File: config.mk
export PLATFORM = sky130hd
export DESIGN_NAME = trade_tone_writer
export DESIGN_NICKNAME = d
export VERILOG_FILES = /design/src/rtl/trade_tone_writer_pkg.sv /design/src/rtl/trade_tone_osc.sv /design/src/rtl/trade_tone_writer.sv
export SDC_FILE = /design/constraint.sdc
export NUM_CORES = 1
export LEC_CHECK = 0
export ABC_AREA = 1
export BUFFER_PORTS_ARGS = -buffer_cell sky130_fd_sc_hd__buf_2
export CELL_PAD_IN_SITES_DETAIL_PLACEMENT = 1
export CELL_PAD_IN_SITES_GLOBAL_PLACEMENT = 1
export CORE_ASPECT_RATIO = 0.8
export CORE_UTILIZATION = 31
export DETAILED_ROUTE_END_ITERATION = 6
export PLACE_DENSITY_LB_ADDON = 0.05
export SLEW_MARGIN = 40
export SYNTH_ARGS = -nofsm -noshare
export SYNTH_HDL_FRONTEND = slang
export SYNTH_SLANG_ARGS = --single-unit
File: constraint.sdc
create_clock -name clk -period 1.5 [get_ports clk]
set_clock_uncertainty 0.2 [all_clocks]
set_input_delay 0.15 -clock clk [delete_from_list [all_inputs] [get_ports clk]]
set_output_delay 0.15 -clock clk [all_outputs]
set_load 0.05 [all_outputs]
File: src/rtl/trade_tone_writer_pkg.sv
// Shared definitions for the trade tone writer: sample width, FSM state
// encodings, default tone constants and the sample level helper.
package trade_tone_writer_pkg;

    localparam int SAMPLE_W   = 32;
    localparam int PRICE_HI_W = 4;

    localparam int                  DEF_HALF_BASE    = 24;
    localparam int                  DEF_TONE_SAMPLES = 4800;
    localparam logic [SAMPLE_W-1:0] DEF_AMPLITUDE    = 32'h1000_0000;

    typedef enum logic [0:0] {
        ST_IDLE = 1'b0,
        ST_PLAY = 1'b1
    } tone_state_e;

    // Square-wave level for a given phase: phase 0 is the positive peak,
    // phase 1 the two's complement of it.
    function automatic logic [SAMPLE_W-1:0] tone_level(
        input logic                phase,
        input logic [SAMPLE_W-1:0] amp
    );
        logic [SAMPLE_W-1:0] level;
        if (phase) begin
            level = (~amp) + {{(SAMPLE_W-1){1'b0}}, 1'b1};
        end else begin
            level = amp;
        end
        return level;
    endfunction

endpackage

File: src/rtl/trade_tone_osc.sv
// Half-period oscillator for the trade tone. Holds the price-derived
// half-period length, counts accepted samples within the current half
// period and toggles the square-wave phase at each half-period boundary.
module trade_tone_osc
    import trade_tone_writer_pkg::*;
#(
    parameter int HALF_BASE = DEF_HALF_BASE,
    parameter int HL_W      = $clog2(HALF_BASE + 16)
) (
    input  logic                  clk,
    input  logic                  reset,
    input  logic                  load_i,
    input  logic [PRICE_HI_W-1:0] price_hi_i,
    input  logic                  advance_i,
    output logic                  phase_o,
    output logic                  wrap_o
);

    logic [HL_W-1:0] half_len_q;
    logic [HL_W-1:0] half_len_d;
    logic [HL_W-1:0] half_cnt_q;
    logic [HL_W-1:0] half_cnt_d;
    logic            phase_q;
    logic            phase_d;
    logic            half_done_s;

    // Detect the last sample of the current half period.
    always_comb begin
        half_done_s = (half_cnt_q == (half_len_q - {{(HL_W-1){1'b0}}, 1'b1}));
    end

    // Next-state: a load restarts the waveform (and wins over advance),
    // an advance steps the half-period counter and flips phase on wrap.
    always_comb begin
        half_len_d = half_len_q;
        half_cnt_d = half_cnt_q;
        phase_d    = phase_q;
        if (load_i) begin
            half_len_d = HL_W'(HALF_BASE) + HL_W'(price_hi_i);
            half_cnt_d = {HL_W{1'b0}};
            phase_d    = 1'b0;
        end else if (advance_i) begin
            if (half_done_s) begin
                half_cnt_d = {HL_W{1'b0}};
                phase_d    = ~phase_q;
            end else begin
                half_cnt_d = half_cnt_q + {{(HL_W-1){1'b0}}, 1'b1};
            end
        end else begin
            half_cnt_d = half_cnt_q;
        end
    end

    // Oscillator state registers with synchronous reset.
    always_ff @(posedge clk) begin
        if (reset) begin
            half_len_q <= {HL_W{1'b0}};
            half_cnt_q <= {HL_W{1'b0}};
            phase_q    <= 1'b0;
        end else begin
            half_len_q <= half_len_d;
            half_cnt_q <= half_cnt_d;
            phase_q    <= phase_d;
        end
    end

    assign phase_o = phase_q;
    assign wrap_o  = advance_i & ~load_i & half_done_s;

endmodule

File: src/rtl/trade_tone_writer.sv
// Trade tone writer: on each play_pulse emits a fixed-length square-wave
// tone into the codec DAC FIFO, pitch chosen by the upper price nibble.
// Samples are presented on registered aud_* and consumed on audio_write.
module trade_tone_writer
    import trade_tone_writer_pkg::*;
#(
    parameter int                  HALF_BASE    = DEF_HALF_BASE,
    parameter int                  TONE_SAMPLES = DEF_TONE_SAMPLES,
    parameter logic [SAMPLE_W-1:0] AMPLITUDE    = DEF_AMPLITUDE
) (
    input  logic                clk,
    input  logic                reset,
    input  logic                play_pulse,
    input  logic [7:0]          trade_price,
    input  logic                audio_allowed,
    output logic                audio_write,
    output logic [SAMPLE_W-1:0] aud_left,
    output logic [SAMPLE_W-1:0] aud_right,
    output logic                busy
);

    localparam int               CNT_W    = (TONE_SAMPLES > 1) ? $clog2(TONE_SAMPLES) : 1;
    localparam logic [CNT_W-1:0] LAST_IDX = CNT_W'(TONE_SAMPLES - 1);

    tone_state_e         state_q;
    tone_state_e         state_d;
    logic [CNT_W-1:0]    sample_cnt_q;
    logic [CNT_W-1:0]    sample_cnt_d;
    logic [SAMPLE_W-1:0] aud_q;
    logic [SAMPLE_W-1:0] aud_d;
    logic                busy_q;
    logic                busy_d;

    logic                accept_s;
    logic                last_s;
    logic                osc_load_s;
    logic                osc_adv_s;
    logic                osc_phase_s;
    logic                osc_wrap_s;
    logic                next_phase_s;
    logic                price_lo_unused_s;

    // Only the upper price nibble sets the pitch.
    assign price_lo_unused_s = ^trade_price[3:0];

    trade_tone_osc #(
        .HALF_BASE (HALF_BASE)
    ) u_osc (
        .clk        (clk),
        .reset      (reset),
        .load_i     (osc_load_s),
        .price_hi_i (trade_price[7:4]),
        .advance_i  (osc_adv_s),
        .phase_o    (osc_phase_s),
        .wrap_o     (osc_wrap_s)
    );

    // FSM state register.
    always_ff @(posedge clk) begin
        if (reset) begin
            state_q <= ST_IDLE;
        end else begin
            state_q <= state_d;
        end
    end

    // FSM next state: a pulse always (re)starts the tone, even on the last
    // accepted sample; otherwise the last acceptance returns to idle.
    always_comb begin
        state_d = state_q;
        case (state_q)
            ST_IDLE: begin
                if (play_pulse) begin
                    state_d = ST_PLAY;
                end else begin
                    state_d = ST_IDLE;
                end
            end
            ST_PLAY: begin
                if (play_pulse) begin
                    state_d = ST_PLAY;
                end else if (last_s) begin
                    state_d = ST_IDLE;
                end else begin
                    state_d = ST_PLAY;
                end
            end
            default: begin
                state_d = ST_IDLE;
            end
        endcase
    end

    // FSM outputs: handshake decode and oscillator control.
    always_comb begin
        accept_s   = 1'b0;
        last_s     = 1'b0;
        osc_load_s = play_pulse;
        osc_adv_s  = 1'b0;
        case (state_q)
            ST_PLAY: begin
                accept_s  = audio_allowed;
                last_s    = audio_allowed & (sample_cnt_q == LAST_IDX);
                osc_adv_s = audio_allowed;
            end
            ST_IDLE: begin
                accept_s  = 1'b0;
                last_s    = 1'b0;
                osc_adv_s = 1'b0;
            end
            default: begin
                accept_s  = 1'b0;
                last_s    = 1'b0;
                osc_adv_s = 1'b0;
            end
        endcase
    end

    // Sample counter, next output sample and busy flag. Stalls hold all.
    always_comb begin
        sample_cnt_d = sample_cnt_q;
        aud_d        = aud_q;
        next_phase_s = osc_phase_s ^ osc_wrap_s;
        busy_d       = (state_d == ST_PLAY);
        if (play_pulse) begin
            sample_cnt_d = {CNT_W{1'b0}};
            aud_d        = tone_level(1'b0, AMPLITUDE);
        end else if (last_s) begin
            sample_cnt_d = {CNT_W{1'b0}};
            aud_d        = {SAMPLE_W{1'b0}};
        end else if (accept_s) begin
            sample_cnt_d = sample_cnt_q + {{(CNT_W-1){1'b0}}, 1'b1};
            aud_d        = tone_level(next_phase_s, AMPLITUDE);
        end else begin
            sample_cnt_d = sample_cnt_q;
            aud_d        = aud_q;
        end
    end

    // Datapath registers with synchronous reset.
    always_ff @(posedge clk) begin
        if (reset) begin
            sample_cnt_q <= {CNT_W{1'b0}};
            aud_q        <= {SAMPLE_W{1'b0}};
            busy_q       <= 1'b0;
        end else begin
            sample_cnt_q <= sample_cnt_d;
            aud_q        <= aud_d;
            busy_q       <= busy_d;
        end
    end

    assign audio_write = accept_s;
    assign aud_left    = aud_q;
    assign aud_right   = aud_q;
    assign busy        = busy_q;

endmodule
==> results of run 1 <==
==> power breakdown <==
group / internal, mW / switching, mW / total, mW
combinational: 0.128 / 0.474 / 0.602
clock: 0.235 / 0.251 / 0.486
sequential: 0.760 / 0.0133 / 0.773
total: 1.12 / 0.738 / 1.86
==> worst min-delay path: cells and delay by family <==
| family | cells | cell delay, ns |
|---|---|---|
| buffers and inverters | 3 | 0.33 |
| AO/OA/AOI/OAI | 1 | 0.06 |
==> per-layer routing <==
| layer | GRT usage (%) | vias to the layer above |
|---|---|---|
| li1 | - | 788 |
| met1 | 18.9 | 710 |
| met2 | 19.9 | 40 |
| met3 | 3.21 | 2 |
| met4 | 2.12 | 0 |
| met5 | 0 | - |
==> flip-flops by register name (all words and copies together), names as in the netlist <==
register          cells
busy                  1
aud_left              2
sample_cnt_q         13
u_osc.half_cnt_q      6
u_osc.half_len_q      5
u_osc.phase_o         1
==> layout make-up <==
| cell class | count | share of cell area [%] |
|---|---|---|
| Clock buffer | 4 | 2.23 |
| Inverter | 30 | 4.96 |
| Multi-Input combinational cell | 187 | 45.7 |
| Sequential cell | 28 | 23.0 |
| Tap cell | 81 | 4.10 |
| Timing Repair Buffer | 62 | 19.9 |
==> cell families (layout without fill, tap and decap cells) <==
group	Yosys count	in the layout	synth area share [%]
buffers and inverters	96	96	31.0
flip-flops	28	28	28.2
AO/OA/AOI/OAI	17	17	5.16
AND/OR/NAND/NOR	100	100	28.7
other	1	56	0.189
adder cells (fa/ha/maj)	3	3	1.89
XOR/XNOR	11	11	4.85
==> what timing repair did <==
action                                 in CTS  in global routing
setup buffers                               3                  3
pin swaps                                  11                  9
endpoints found under the hold margin       6                  0
setup endpoints to repair                  24                 24
gates cloned                                0                  0
gates resized for setup                    20                 18
hold buffers                                6                  0
==> cell usage after synthesis <==
library cell and count:
conb_1 1, inv_4 1, buf_4 63, nor3_1 2, nor3b_2 5, xnor2_1 3, nor3_4 1, nand3_1 11
o21ai_1 1, buf_2 1, clkbuf_1 1, o21ai_0 3, a21oi_2 1, a211oi_1 4, and3_4 1, a21oi_1 6
buf_12 1, nand3b_1 1, nand2_2 2, xor2_1 8, nand4_1 2, nor4_4 2, dfxtp_1 28, nand2_1 40
nor3_2 1, inv_1 25, nand3_2 1, inv_2 4, nor2_1 16, nand2_4 3, o21bai_1 1, ha_1 3
o22ai_1 1, nor2_2 10, nor4_1 2
==> worst max path at each step <==
| stage | startpoint | end | slack [ns] | cells past startpoint |
|---|---|---|---|---|
| 4_1_cts | u_osc.half_len_q[0] | aud_left[30] | -0.16 | 14 |
| 5_1_grt | u_osc.half_len_q[0] | aud_left[30] | -0.26 | 14 |
| 3_3_place_gp | u_osc.half_len_q[1] | aud_left[30] | -0.15 | 11 |
| 6_report | u_osc.half_len_q[1] | aud_left[30] | -0.12 | 13 |
| 3_5_place_dp | u_osc.half_len_q[1] | u_osc.half_cnt_q[3] | -0.17 | 9 |
| 2_1_floorplan | u_osc.half_len_q[0] | aud_left[30] | -0.08 | 11 |
==> impl_results.md, run 1 <==
- First-pass GRT wire length: 6.84 mm
- Failing checks: setup timing
- Hold path cells: 4
- Sequential cell area: 569 sq um
- Pin count of the biggest net entering global routing: 16
- Fill cell count: 740
- Worst EP arrival: 1.61 ns
- Post-route cell area: 2470 sq um
- Seq cells post-synth: 28
- Commonest non-fill, non-tap cell in the layout: conb_1
- Crit end category: flip-flop
- Yosys top cell by area: dfxtp_1
- Most frequent cells in the layout: conb_1, nand2_1, buf_4, dfxtp_1, inv_1
- Crit path max fanout: 4
- Initial Utilization: 32.9%
- Most common cell on crit path: nand2_1
- Placed insts: 376
- Met3 WL: 176 microns
- Register area share after synthesis: 28.2%
- CTS tree: built
- Reg-to-reg slack, setup: -0.12 ns
- Critical-path cell list: inv_2 > buf_4 > nand2_1 > nor2_2 > nand2_1 > nand3_2 > nand2_2 > nor2_4 > nand2_1 > nand2_1 > nand3_1 > nand2_1 > inv_1
- Setup Total Neg Slack: -2.04 ns
- Worst-path clk slew: 0.10 ns
- PnR worst setup slack: -0.117 ns
- Hold Path End: busy
- Die Y-Extent: 73.6 microns
- Root buffer cell: clkbuf_8
- Final worst path period share: 108%
- Vias: 1540
- Synth top area share: 28.2%
- Worst Path Required: 1.49 ns
- # DRC: 0
- Die area: 6740 sq um
- Hold WS: 0.0841 ns
- Startpoint Class: flip-flop
- Pwr Density: 754 nW/um^2
- Final setup fails: 23
- Avg Cell Area, Syn: 7.76 sq um
- Max Buffers Root-to-Sink: 2
- Antenna-violating nets left: 0
- Hold Crit Start: play_pulse
- P_leak: 1.13 nW
- Peak supply drop: 357 uV
- Synth top area cells: dfxtp_1, buf_4, nand2_1
- R2R Path Start: u_osc.half_len_q[1]
- Maximum Capacitance Violations: 0
- Status: finished with violations
- Vias in the first global route: 1406
- Global route overflow: 0
- Final antenna diode count: 0
- RSZ-0062 raised after global routing: true
- Routed len/inst: 10.9 microns
- Crit path buf inv count: 3
- HP Class: primary input to flip-flop
- Tot GR Track Use: 13.1%
- Total core area: 6040 sq um
- Antenna violations before repair: 0
- I/O Buffers: 17
- Total power: 1.86 mW
- Dominant delay contributor by cell family on the critical path: simple AND/OR/NAND/NOR gates
- Max-slew violation count: 0
- Yosys warnings: 0
- # rows: 25
- Mapped Area: 1990 sq um
- First DRT Iteration DRCs: 65
- I/O Pins: 78
- CTS H-tree depth: 1
- M1 WL: 2.21 mm
- Final Util: 40.9%
- Max stage delay on crit path: 0.33 ns
- Post-Synthesis Cells: 256
- First drt pass iteration count: 4
- Total CTS buffers: 3
- Post-route minimum period: 1.62 ns
- Reg2Reg Depth: 13
- Final weighted congestion in routability-driven placement: 0.732
- Multi-input logic area: 1130 sq um
- Distinct cell type count after synthesis: 35
- Crit Reg-Reg Endpoint: aud_left[30]
- Crit-path slowest cell: dfxtp_2
- Die Wd: 91.5 microns
- Via density: 3.93
- DP HPWL: 3.41 mm
- DR WL met2: 1.87 mm
- Final net count: 327
- Layout cells sized above 1: 38.3%
- WS Path Type: flip-flop to flip-flop
- Final Hold Fails: 0
- Later-pin clock latency in the skew report: 0.28 ns
- Area delta synth->final: 24.3%
- Fmax: 618 MHz
- Finished Layout Cells: 392
- Placed cell area: 2170 sq um
- Pre-CTS setup slack: -0.174 ns
- TritonCTS Sinks: 28
- Top Layer Used: met4
- WL final: 4.27 mm
(Power assumes the default switching activity.)
==> run 2: changes to the inputs <==
--- a/config.mk
+++ b/config.mk
@@ -7,10 +7,8 @@
 export LEC_CHECK = 0
 export ABC_AREA = 1
 export BUFFER_PORTS_ARGS = -buffer_cell sky130_fd_sc_hd__buf_2
-export CELL_PAD_IN_SITES_DETAIL_PLACEMENT = 1
-export CELL_PAD_IN_SITES_GLOBAL_PLACEMENT = 1
 export CORE_ASPECT_RATIO = 0.8
-export CORE_UTILIZATION = 31
+export CORE_UTILIZATION = 40
 export DETAILED_ROUTE_END_ITERATION = 6
 export PLACE_DENSITY_LB_ADDON = 0.05
 export SLEW_MARGIN = 40
==> run 2 against run 1 <==
The flow still finishes with violations (setup timing). Global-route usage grew 1.5 points. Design area shrank 1.4%. Largest power group unchanged. Wire length shrank 16%. Clock power is essentially flat. First-iteration DRC count shrank 57%. Sequential share of layout area grew 0.33 points. Via count shrank 4.1%. Largest cell class unchanged.
==> impl_results.md, run 2 (synthesis gave the netlist of run 1 again) <==
- Status: finished with violations
- Failing checks: setup timing
- Top reg by flops: sample_cnt_q
- Die area: 5250 sq um
- CTS tree: built
- Hold WS: 0.0174 ns
- Placed insts: 353
- Max FFs per register: 13
- Top flop regs: sample_cnt_q: 13 flops, u_osc.half_cnt_q: 6 flops, u_osc.half_len_q: 5 flops
- First DRT Iteration DRCs: 28
- Global route overflow: 0
- Most frequent cells in the layout: conb_1, nand2_1, buf_4, dfxtp_1, inv_1
- Pin count of the biggest net entering global routing: 16
- Worst EP arrival: 1.66 ns
- Worst-path clk slew: 0.10 ns
- Root buffer cell: clkbuf_8
- Die Wd: 80.8 microns
- Sequential cell area: 569 sq um
- Final Util: 52.0%
- Max stage delay on crit path: 0.34 ns
- # rows: 22
- Clock power frac: 26.6%
- Fmax: 596 MHz
- Antenna violations before repair: 0
- Startpoint Class: flip-flop
- First-pass GRT wire length: 5.84 mm
- DP HPWL: 2.78 mm
- CTS H-tree depth: 1
- NetSw: 0.726 mW
- Post-route minimum period: 1.68 ns
- Final Hold Fails: 0
- Commonest non-fill, non-tap cell in the layout: conb_1
- Die Y-Extent: 65.0 microns
- Worst Path Required: 1.48 ns
- I/O Pins: 78
- # DRC: 0
- Total power: 1.84 mW
- Later-pin clock latency in the skew report: 0.28 ns
- WL final: 3.59 mm
- I/O Buffers: 17
- Pwr Density: 755 nW/um^2
- Final setup fails: 23
- Switching portion of total power: 39.5%
- Crit path buf inv count: 2
- Final worst path period share: 112%
- Dominant delay contributor by cell family on the critical path: simple AND/OR/NAND/NOR gates
- Peak supply drop: 349 uV
- Tot GR Track Use: 14.6%
- Critical-path cell list: inv_2 > ha_4 > inv_1 > nand2_1 > nand2_1 > nand2_1 > nand2_1 > nand3_1 > nor2_2 > nand2_1 > nand2_4 > nor2_1
- Max-slew violation count: 0
- Max Buffers Root-to-Sink: 2
- Flop pwr share: 42.0%
- Vias: 1477
- Crit end category: flip-flop
- Final net count: 327
- Finished Layout Cells: 371
- Vias in the first global route: 1283
- Routed len/inst: 9.68 microns
- Crit path max fanout: 6
- WS Path Type: flip-flop to flip-flop
- Comb power frac: 31.4%
- Initial Utilization: 42.5%
- Maximum Capacitance Violations: 0
- Total CTS buffers: 3
- First drt pass iteration count: 4
- P_leak: 1.13 nW
- TritonCTS Sinks: 28
- Layout cells sized above 1: 36.7%
- Final antenna diode count: 0
- Antenna-violating nets left: 0
- Most common cell on crit path: nand2_1
- HP Class: primary input to flip-flop
- Fill cell count: 488
- Area delta synth->final: 22.5%
- Final weighted congestion in routability-driven placement: 0.790
- Via density: 3.98
- Multi-input logic area: 1120 sq um
- RSZ-0062 raised after global routing: true
- Internal Pwr Total: 1.11 mW
- Total core area: 4680 sq um
- Crit-path slowest cell: dfxtp_2
- PnR worst setup slack: -0.179 ns
## run 2: changes by cell type in the layout (fill, tap and decap cells not counted), sizes merged
cell         before  now
dlygate4sd3       6    5
buf              56   57
## run 2: worst paths after layout
check                           cells after the start  slack, ns                 from                   to
worst max-delay path                               12      -0.18  u_osc.half_len_q[0]  u_osc.half_cnt_q[3]
worst min register to register                      2       0.29     sample_cnt_q[12]     sample_cnt_q[12]
worst min-delay path                                3       0.02                reset                 busy
worst max register to register                     12      -0.18  u_osc.half_len_q[0]  u_osc.half_cnt_q[3]
## run 2: layout make-up
type	instances	area share [%]
multi-input combinational	187	46.1
inverter	30	5.14
tap	60	3.08
clock buffer	4	2.26
timing repair buffer	62	20.0
sequential	28	23.4
## run 2: power by group through the flow
stage	sequential [mW]	combinational, mW	clock [mW]
6_report	0.772	0.577	0.489
5_1_grt	0.774	0.614	0.549
4_1_cts	0.771	0.553	0.504
3_5_place_dp	0.788	0.534	0
3_3_place_gp	0.788	0.534	0
2_1_floorplan	0.805	0.566	0
## run 2: per-stage QoR
step	setup slack (ns)	TNS [ns]	instance area, sq um
after floorplan	-0.0753	-1.03	2230
after global placement	-0.149	-2.12	2130
after detailed placement	-0.150	-2.39	2130
after CTS	-0.158	-2.34	2300
after global routing	-0.304	-4.73	2430
final	-0.179	-2.68	2430
## run 2: repair_timing
item / CTS / global route
hold buffers: 5 / 0
endpoints found under the hold margin: 6 / 0
resized for setup: 11 / 23
setup buffers: 3 / 6
setup endpoints to repair: 24 / 24
pin swaps: 3 / 11
## run 2: layer usage
layer	vias to the layer above	track usage (%)	wire length, microns
met5	-	0	0
met2	24	23.6	1740
met4	0	2.68	8
met1	659	19.6	1730
li1	792	-	-
met3	2	3.80	110
## run 2: worst reg2reg max path, stage by stage (launching register included)
cell and delay, ns:
dfxtp_2 0.34, inv_2 0.05, ha_4 0.15, inv_1 0.04, nand2_1 0.06, nand2_1 0.06
nand2_1 0.04, nand2_1 0.06, nand3_1 0.08, nor2_2 0.18, nand2_1 0.13, nand2_4 0.13
nor2_1 0.05
